**config.mk**
```make
export PLATFORM = sky130hd
export DESIGN_NAME = number_uart_sender
export DESIGN_NICKNAME = d
export VERILOG_FILES = /design/src/rtl/number_uart_sender.sv
export SDC_FILE = /design/constraint.sdc
export NUM_CORES = 1
export LEC_CHECK = 0
export CAP_MARGIN = 20
export CORE_MARGIN = 5
export CORE_UTILIZATION = 57
export CTS_CLUSTER_SIZE = 24
export DETAILED_ROUTE_END_ITERATION = 6
export PLACE_DENSITY = 0.95
export SYNTH_ARGS = -nofsm -noshare
export SYNTH_HDL_FRONTEND = slang
export SYNTH_SLANG_ARGS = --single-unit
```
**constraint.sdc**
```tcl
create_clock -name clk -period 23.8 [get_ports clk]
set_input_delay 4.76 -clock clk [delete_from_list [all_inputs] [get_ports clk]]
set_output_delay 4.76 -clock clk [all_outputs]
set_load 0.01 [all_outputs]
```
**src/rtl/number_uart_sender.sv**
```systemverilog
// Serialises a snapshot of a SIZE-bit number over an 8N1 UART line, byte 0 first.
// Optional trailing XOR checksum frame: define NUMBER_UART_CHECKSUM_EN.
module number_uart_sender #(
    parameter int unsigned SIZE    = 256,
    parameter int unsigned CLK_DIV = 434,
    parameter int unsigned IDX_W   = 6
) (
    input  logic             clk,
    input  logic             reset,
    input  logic [SIZE-1:0]  number,
    input  logic             start,
    output logic             tx,
    output logic             busy,
    output logic             done,
    output logic [IDX_W-1:0] byte_idx
);

    localparam int unsigned NBYTES = SIZE / 8;
    localparam int unsigned BAUD_W = (CLK_DIV > 1) ? $clog2(CLK_DIV) : 1;
`ifdef NUMBER_UART_CHECKSUM_EN
    localparam int unsigned LAST_IDX = NBYTES;
`else
    localparam int unsigned LAST_IDX = NBYTES - 1;
`endif

    typedef enum logic [1:0] {
        IDLE,
        START_BIT,
        DATA,
        STOP_BIT
    } state_e;

    state_e            state_q, state_d;
    logic [BAUD_W-1:0] baud_q, baud_d;
    logic [2:0]        bit_q, bit_d;
    logic [IDX_W-1:0]  idx_q, idx_d;
    logic [SIZE-1:0]   shadow_q, shadow_d;
    logic              tx_q, tx_d;
    logic              busy_q, busy_d;
    logic              done_q, done_d;
    logic [7:0]        byte_sel;
    logic              baud_term;

    assign baud_term = (baud_q == BAUD_W'(CLK_DIV - 1));

    // Byte currently being framed (checksum byte when past the last data byte)
`ifdef NUMBER_UART_CHECKSUM_EN
    logic [7:0] csum;
    always_comb begin
        byte_sel = '0;
        csum     = '0;
        for (int unsigned i = 0; i < NBYTES; i++) begin
            csum = csum ^ shadow_q[i*8 +: 8];
            if (idx_q == IDX_W'(i)) byte_sel = shadow_q[i*8 +: 8];
        end
        if (idx_q == IDX_W'(NBYTES)) byte_sel = csum;
    end
`else
    always_comb begin
        byte_sel = '0;
        for (int unsigned i = 0; i < NBYTES; i++) begin
            if (idx_q == IDX_W'(i)) byte_sel = shadow_q[i*8 +: 8];
        end
    end
`endif

    always_ff @(posedge clk or posedge reset) begin
        if (reset) begin
            state_q  <= IDLE;
            baud_q   <= '0;
            bit_q    <= '0;
            idx_q    <= '0;
            shadow_q <= '0;
            tx_q     <= 1'b1;
            busy_q   <= 1'b0;
            done_q   <= 1'b0;
        end else begin
            state_q  <= state_d;
            baud_q   <= baud_d;
            bit_q    <= bit_d;
            idx_q    <= idx_d;
            shadow_q <= shadow_d;
            tx_q     <= tx_d;
            busy_q   <= busy_d;
            done_q   <= done_d;
        end
    end

    // tx is computed one edge ahead so the line changes exactly on bit boundaries
    always_comb begin
        state_d  = state_q;
        baud_d   = baud_q;
        bit_d    = bit_q;
        idx_d    = idx_q;
        shadow_d = shadow_q;
        tx_d     = tx_q;
        busy_d   = busy_q;
        done_d   = 1'b0;

        if (state_q != IDLE) begin
            baud_d = baud_term ? '0 : baud_q + BAUD_W'(1);
        end

        case (state_q)
            IDLE: begin
                if (start) begin
                    shadow_d = number;
                    idx_d    = '0;
                    bit_d    = '0;
                    baud_d   = '0;
                    tx_d     = 1'b0;
                    busy_d   = 1'b1;
                    state_d  = START_BIT;
                end
            end
            START_BIT: begin
                if (baud_term) begin
                    bit_d   = '0;
                    tx_d    = byte_sel[0];
                    state_d = DATA;
                end
            end
            DATA: begin
                if (baud_term) begin
                    if (bit_q == 3'd7) begin
                        tx_d    = 1'b1;
                        state_d = STOP_BIT;
                    end else begin
                        bit_d = bit_q + 3'd1;
                        tx_d  = byte_sel[bit_q + 3'd1];
                    end
                end
            end
            STOP_BIT: begin
                if (baud_term) begin
                    if (idx_q < IDX_W'(LAST_IDX)) begin
                        idx_d   = idx_q + IDX_W'(1);
                        tx_d    = 1'b0;
                        state_d = START_BIT;
                    end else begin
                        tx_d    = 1'b1;
                        busy_d  = 1'b0;
                        done_d  = 1'b1;
                        state_d = IDLE;
                    end
                end
            end
            default: begin
                state_d = IDLE;
            end
        endcase
    end

    assign tx       = tx_q;
    assign busy     = busy_q;
    assign done     = done_q;
    assign byte_idx = idx_q;

endmodule

```
### Word level (Yosys, flattened, before mapping)

Cells that the tools add are included.

| storage, ports and cells | value |
|---|---|
| register bits | 279 |
| bits of input ports | 259 |
| output and inout port bits | 9 |

| cells by class | value |
|---|---|
| $add $sub $neg | 3 |
| $lt $le $gt $ge | 2 |
| equality and inequality tests | 44 |
| mux-type cells | 67 |
| reduce and logical (&&, ||, !) cells | 11 |

Operators with widths:

| cell | count |
|---|---|
| $mux W8 | 32 |
| $eq A6 B5 Y1 const B | 16 |
| $eq A6 B4 Y1 const B | 8 |
| $mux W9 | 4 |
| $eq A6 B3 Y1 const B | 4 |
| $mux W6 | 3 |
| $ne A2 B2 Y1 const B | 8 |
| $mux W1 | 13 |
| $eq A6 B2 Y1 const B | 2 |
| $mux W3 | 4 |
| $pmux W6 S2 | 1 |
| $reduce_and A4 Y1 | 3 |
| $mux W2 | 5 |
| $reduce_and A5 Y1 | 2 |
| $add A9 B1 Y9 const B | 1 |
| $eq A9 B9 Y1 const B | 1 |
| $pmux W3 S3 | 1 |
| $pmux W2 S4 | 1 |
| $add A6 B1 Y6 const B | 1 |
| $eq A6 B1 Y1 const B | 1 |
| $logic_not A6 Y1 | 1 |
| $lt A6 B5 Y1 const B | 1 |
| $eq A2 B2 Y1 const B | 2 |
| $lt A3 B4 Y1 const B | 1 |
| 10 further kinds | 11 |

### Longest topological paths before layout

| depth | value |
|---|---|
| word-level depth | 38 |
| depth in mapped cells | 14 |

### Worst setup path before layout

OpenSTA, ideal clock, no wires.

| path | value |
|---|---|
| path type | input to register |
| start point | input port start |
| end point | register shadow_q[10] |
| setup time | 0.125 ns |
| data arrival time | 5.918 ns |
| path slack | 17.757 ns |
| stages | 4 |
| path through | nand2_1 clkbuf_1 clkbuf_1 mux2_2 |

| on the way | value |
|---|---|
| longest elaborated chain between the ends | 1 |

RTL lines:

| element | line | RTL |
|---|---|---|
| from (decl) | 11 | `input logic start,` |
| $reduce_and A2 Y1 (no source line) | - |  |
| to (signal assigned) | 82 | `shadow_q <= shadow_d;` |
| to (decl) | 37 | `logic [SIZE-1:0] shadow_q, shadow_d;` |

Every way passes these cells.
A chain may end at the register's enable or synchronous reset.

### Worst setup path in the final report

| path | value |
|---|---|
| start point | input port start |
| end point | register shadow_q[120] |

Same word-level chain as after synthesis.

==> results.cfg <==
[grt]
antenna_found_initial = 0
top_usage_layer = met2
grt_max_degree = 134
grt_pass1_vias = 12800
met2_usage_pct = 56.3
grt_pass1_wl_um = 76200
grt_use_total_pct = 34.4
grt_util_met1_pct = 46.2
grt_use_met3_pct = 6.87
gr-total-overflow = 0

[clock_network]
cts_resized = 0
htree_levels = 1
clk_pin_slew_ns = 0.06
clockBufferDepth = 3
post_cts_buffers = 0
root_buffer = clkbuf_16
cts-buffers-inserted = 29
cts_sinks = 279
cts_hold_buf = 0
cts_tree = built
clk_latency_ns = 0.56

[worst_hold_path]
min_path_type = reg2reg

[logic_synthesis]
synthArstFlopShare_pct = 100
ys.flop_type = dfrtp_1
avgSynthCellArea_um2 = 11.4
seq_area_frac_synth_pct = 48.8
ys_warn_count = 0
synth_cell_types = 92
syn_area_um2 = 14300
synth.net_count = 1530
synth_edf_count = 0
ys_ff_latch = 279
synth_cells = 1259

[floorplan]
rows = 58
initial_core_util_pct = 57.3
die_height_um = 168
num_io_pins = 268
dieArea_um2 = 28400
core_area_um2 = 25000
fp.dieW_um = 168

[setup_path]
cp.arrival_ns = 7.78
path_max_fanout = 82
cp.required_ns = 24.23
crit_path_end_kind = flip-flop
crit_type = in2reg
setup.worst_path.start_class = input port
ff2ff_setup_slack_ns = 19.12

[detailed_routing]
viasPerCell = 6.69
ant_nets = 0
drt_iter0_drc = 1744
vias = 12400
dr.pass1.iters = 6
wl_per_cell_um = 27.0
drc = 0
routed_wl_um = 50000

[sta]
rsz0062_at_grt = false
fin_hold_ws_ns = 0.506
post-route-min-period_ns = 7.34
fin_skew_ns = 0.0135
tightestPinTransition_ns = 1.12
max_freq_ghz = 0.136
timing.slew.headroom_pct = 25.1
setup_viol = 0
post-route-period-util_pct = 30.9
hold_viol_final = 0
slew_violations = 0
tns_ns = 0

[final_layout]
final_cells = 1850
layout_common_cells = dfrtp_1, clkdlybuf4s50_1, mux2_2
layout_commonest_cell = dfrtp_1
area_delta_synth_final_pct = 27.3
num-nets-final = 1768
num_antenna_cells = 0
drive_above_1_share_pct = 23.0

[power]
leakagePower_nw = 8.47
ir_drop_mv = 0.0616
p_total_mw = 1.04
pwr_density_cell_nw_per_um2 = 56.9

[run]
maxCapViolations = 0

[placement]
placedCellCount = 1796
gp_congestion = 1.02
dpl.hpwl_um = 36900
io_buffers = 267

[outcome]
outcome = completed
-- report_power, final --
part           internal, mW  leakage (nW)  switching (mW)  total (mW)
logic                0.0376          4.08          0.0181      0.0557
clock network         0.310         0.512           0.196       0.507
registers             0.474          3.88               0       0.474
total                 0.822          8.47           0.215        1.04
-- cell type report --
type                    count  area, um^2
well taps                 330         413
clock buffers              36         782
repair buffers            281        2780
flip-flops and latches    279        6980
fillers                  1643        6740
inverters                  19        78.8
multi-input cells         887        6910
clock inverters            18         287
-- synthesized netlist by cell type (10+ instances only) --
master,number,area (um^2)
a221oi_1,17,149
nand4_1,10,62.6
buf_2,22,110
nor2_1,75,282
nand2_1,86,323
mux2_2,258,2910
o211ai_1,11,82.6
and3_1,12,75.1
o22ai_1,24,150
dfrtp_1,278,6960
o21ai_0,50,250
inv_1,17,63.8
a21oi_1,40,200
nor3_1,24,120
a211oi_1,15,113
nand3_1,34,170
clkbuf_1,40,150
ha_1,12,150
o221ai_1,14,123
-- worst max-delay path: stages --
cell	delay (ns)
clkdlybuf4s50_1	0.52
nand2_4	0.28
buf_4	0.83
buf_4	0.83
mux2_2	0.43
-- sequential cells by signal, summed over array words and instances (netlist names) --
name	cells
busy	1
shadow_q	256
tx	1
state_q	2
bit_q	3
done	1
byte_idx	6
baud_q	9
-- path summary, 6_finish.rpt --
path                          startpoint            end  cells after the start
setup / recovery                   start  shadow_q[120]                      5
hold / removal             shadow_q[157]  shadow_q[157]                      1
setup reg to reg             byte_idx[1]             tx                     12
hold reg to reg            shadow_q[157]  shadow_q[157]                      1
max in group asynchronous          reset  shadow_q[163]                      4
min in group asynchronous          reset    shadow_q[0]                      2
-- cells by family after synthesis --
family	count (synthesis)	synth area share, %
adders and majority gates	12	1.05
AOI/OAI and AO/OA	274	13.7
and+or+nand+nor	332	12.4
DFF	279	48.8
xor gates and xnor gates	6	0.367
buffers and inverters	93	3.05
muxes	263	20.6
-- metal layers --
layer	routed length [um]	share of wire [%]	vias up
li1	-	-	5225
met1	19400	39	6148
met2	23600	47	832
met3	4780	9.6	170
met4	2130	4.3	0
met5	0	0	-
-- per-stage QoR --
step | setup WS [ns] | util (%) | cell area [um^2]
after floorplan | 11.35 | - | 14300
after global placement | 16.05 | 68.7 | 17200
after detailed placement | 15.97 | 68.7 | 17200
after CTS | 16.54 | 73.0 | 18200
after global routing | 16.19 | 73.0 | 18200
final | 16.46 | 73.0 | 18200
No activity file was read; power rests on OpenSTA's default activity.
==> variant (same flow settings) <==
Encoding of `state_e`: now one-hot (4 bits for 4 states).
--- a/src/rtl/number_uart_sender.sv
+++ b/src/rtl/number_uart_sender.sv
@@ -24,9 +24,9 @@
 `endif
 
-    typedef enum logic [1:0] {
-        IDLE,
-        START_BIT,
-        DATA,
-        STOP_BIT
+    typedef enum logic [3:0] {
+        IDLE      = 4'b0001,
+        START_BIT = 4'b0010,
+        DATA      = 4'b0100,
+        STOP_BIT  = 4'b1000
     } state_e;
 
Behaviour: same outputs for any inputs over 4 cycles, from zero or initial values and one cycle with reset high; so few cycles prove little.
==> variant against the unedited design <==
- synthesized area down 0.17%
- first-iteration DRC count rose by 32%
- sequential cell count rose by 2
- synthesized cell count up 43%
- routed wire length is 1.9% lower
- setup slack worse by 0.15 ns
- final area down 1.2%
- non-clock buffer count unchanged
- critical endpoint is now shadow_q[145]
- highest routed layer unchanged
Power is not compared: it rests on default switching activity, and its combinational part moved more than twofold at a synthesized area within 25%.
==> variant: results (changes against the unedited design) <==
The flow ran to the end, and the final reports show no timing, DRC or antenna violations. The final HPWL from detailed placement is 34900 um (was 36900 um), and the fraction of standard cell area in multi-input logic is 37.6% (was 37.9%). The fraction of area in clock buffers and inverters was 5.29% (was 5.86%); the final hold slack was 0.477 ns (was 0.506 ns).

The share of the yosys chip area belonging to registers was 49.2% (was 48.8%); the met1 layer wirelength in the final routing was 18400 um (was 19400 um). The register-to-register path setup slack is 19.78 ns (was 19.12 ns). The maximum net fanout on the critical path was 106 (was 82); the via count of the first global-routing pass was 14100 (was 12800). The TritonCTS buffer count is 28 (was 29), and the slew at the pin closest to its max-slew limit is 1.09 ns (was 1.12 ns).

The multiplexer share of the synthesized area came out at 0.219% (was 20.6%). Global-route wire length before repair: 75900 um (was 76200 um). The global-route track usage on met3 was 6.39% (was 6.87%); the mean area per synthesized cell was 7.96 um2 (was 11.4 um2). Detailed-routed wire length on met3: 5520 um (was 4780 um). Number of sequential cells: 281 (was 279). The met2 usage is 52.6% (was 56.3%), and the net count of the mapped netlist is 2063 (was 1530). The final weighted congestion in routability-driven placement was 1.01 (was 1.02). The clock buffer count was 40 (was 36); the area of the mapped netlist was 14300 um2 (about the same).

The post-synthesis xor/xnor area fraction is 0.245% (was 0.367%), and the share of cell area taken by flip-flops and latches is 39.0% (was 38.3%). The data arrival time at the worst-slack endpoint is 7.97 ns (was 7.78 ns).
==> variant: cell count changes after synthesis, moves of 7 or more <==
cell	before	now
sky130_fd_sc_hd__nand2_1	86	851
sky130_fd_sc_hd__mux2_2	258	1
sky130_fd_sc_hd__clkbuf_1	40	71
sky130_fd_sc_hd__a21oi_1	40	58
sky130_fd_sc_hd__nand3_1	34	51
sky130_fd_sc_hd__o21ai_0	50	67
sky130_fd_sc_hd__inv_1	17	10
==> variant: worst max-delay path, delay by kind of cell <==
kind                   cells  cell delay (ns)
AND/OR/NAND/NOR            3             0.96
buffers and inverters      3             2.15
==> variant: path summary, 6_finish.rpt <==
check	startpoint	to	depth (start not counted)
max reg2reg	byte_idx[0]	tx	12
min reg2reg	shadow_q[18]	shadow_q[18]	2
min in group asynchronous	reset	shadow_q[26]	2
min	shadow_q[18]	shadow_q[18]	2
max in group asynchronous	reset	shadow_q[179]	3
max	start	shadow_q[145]	6
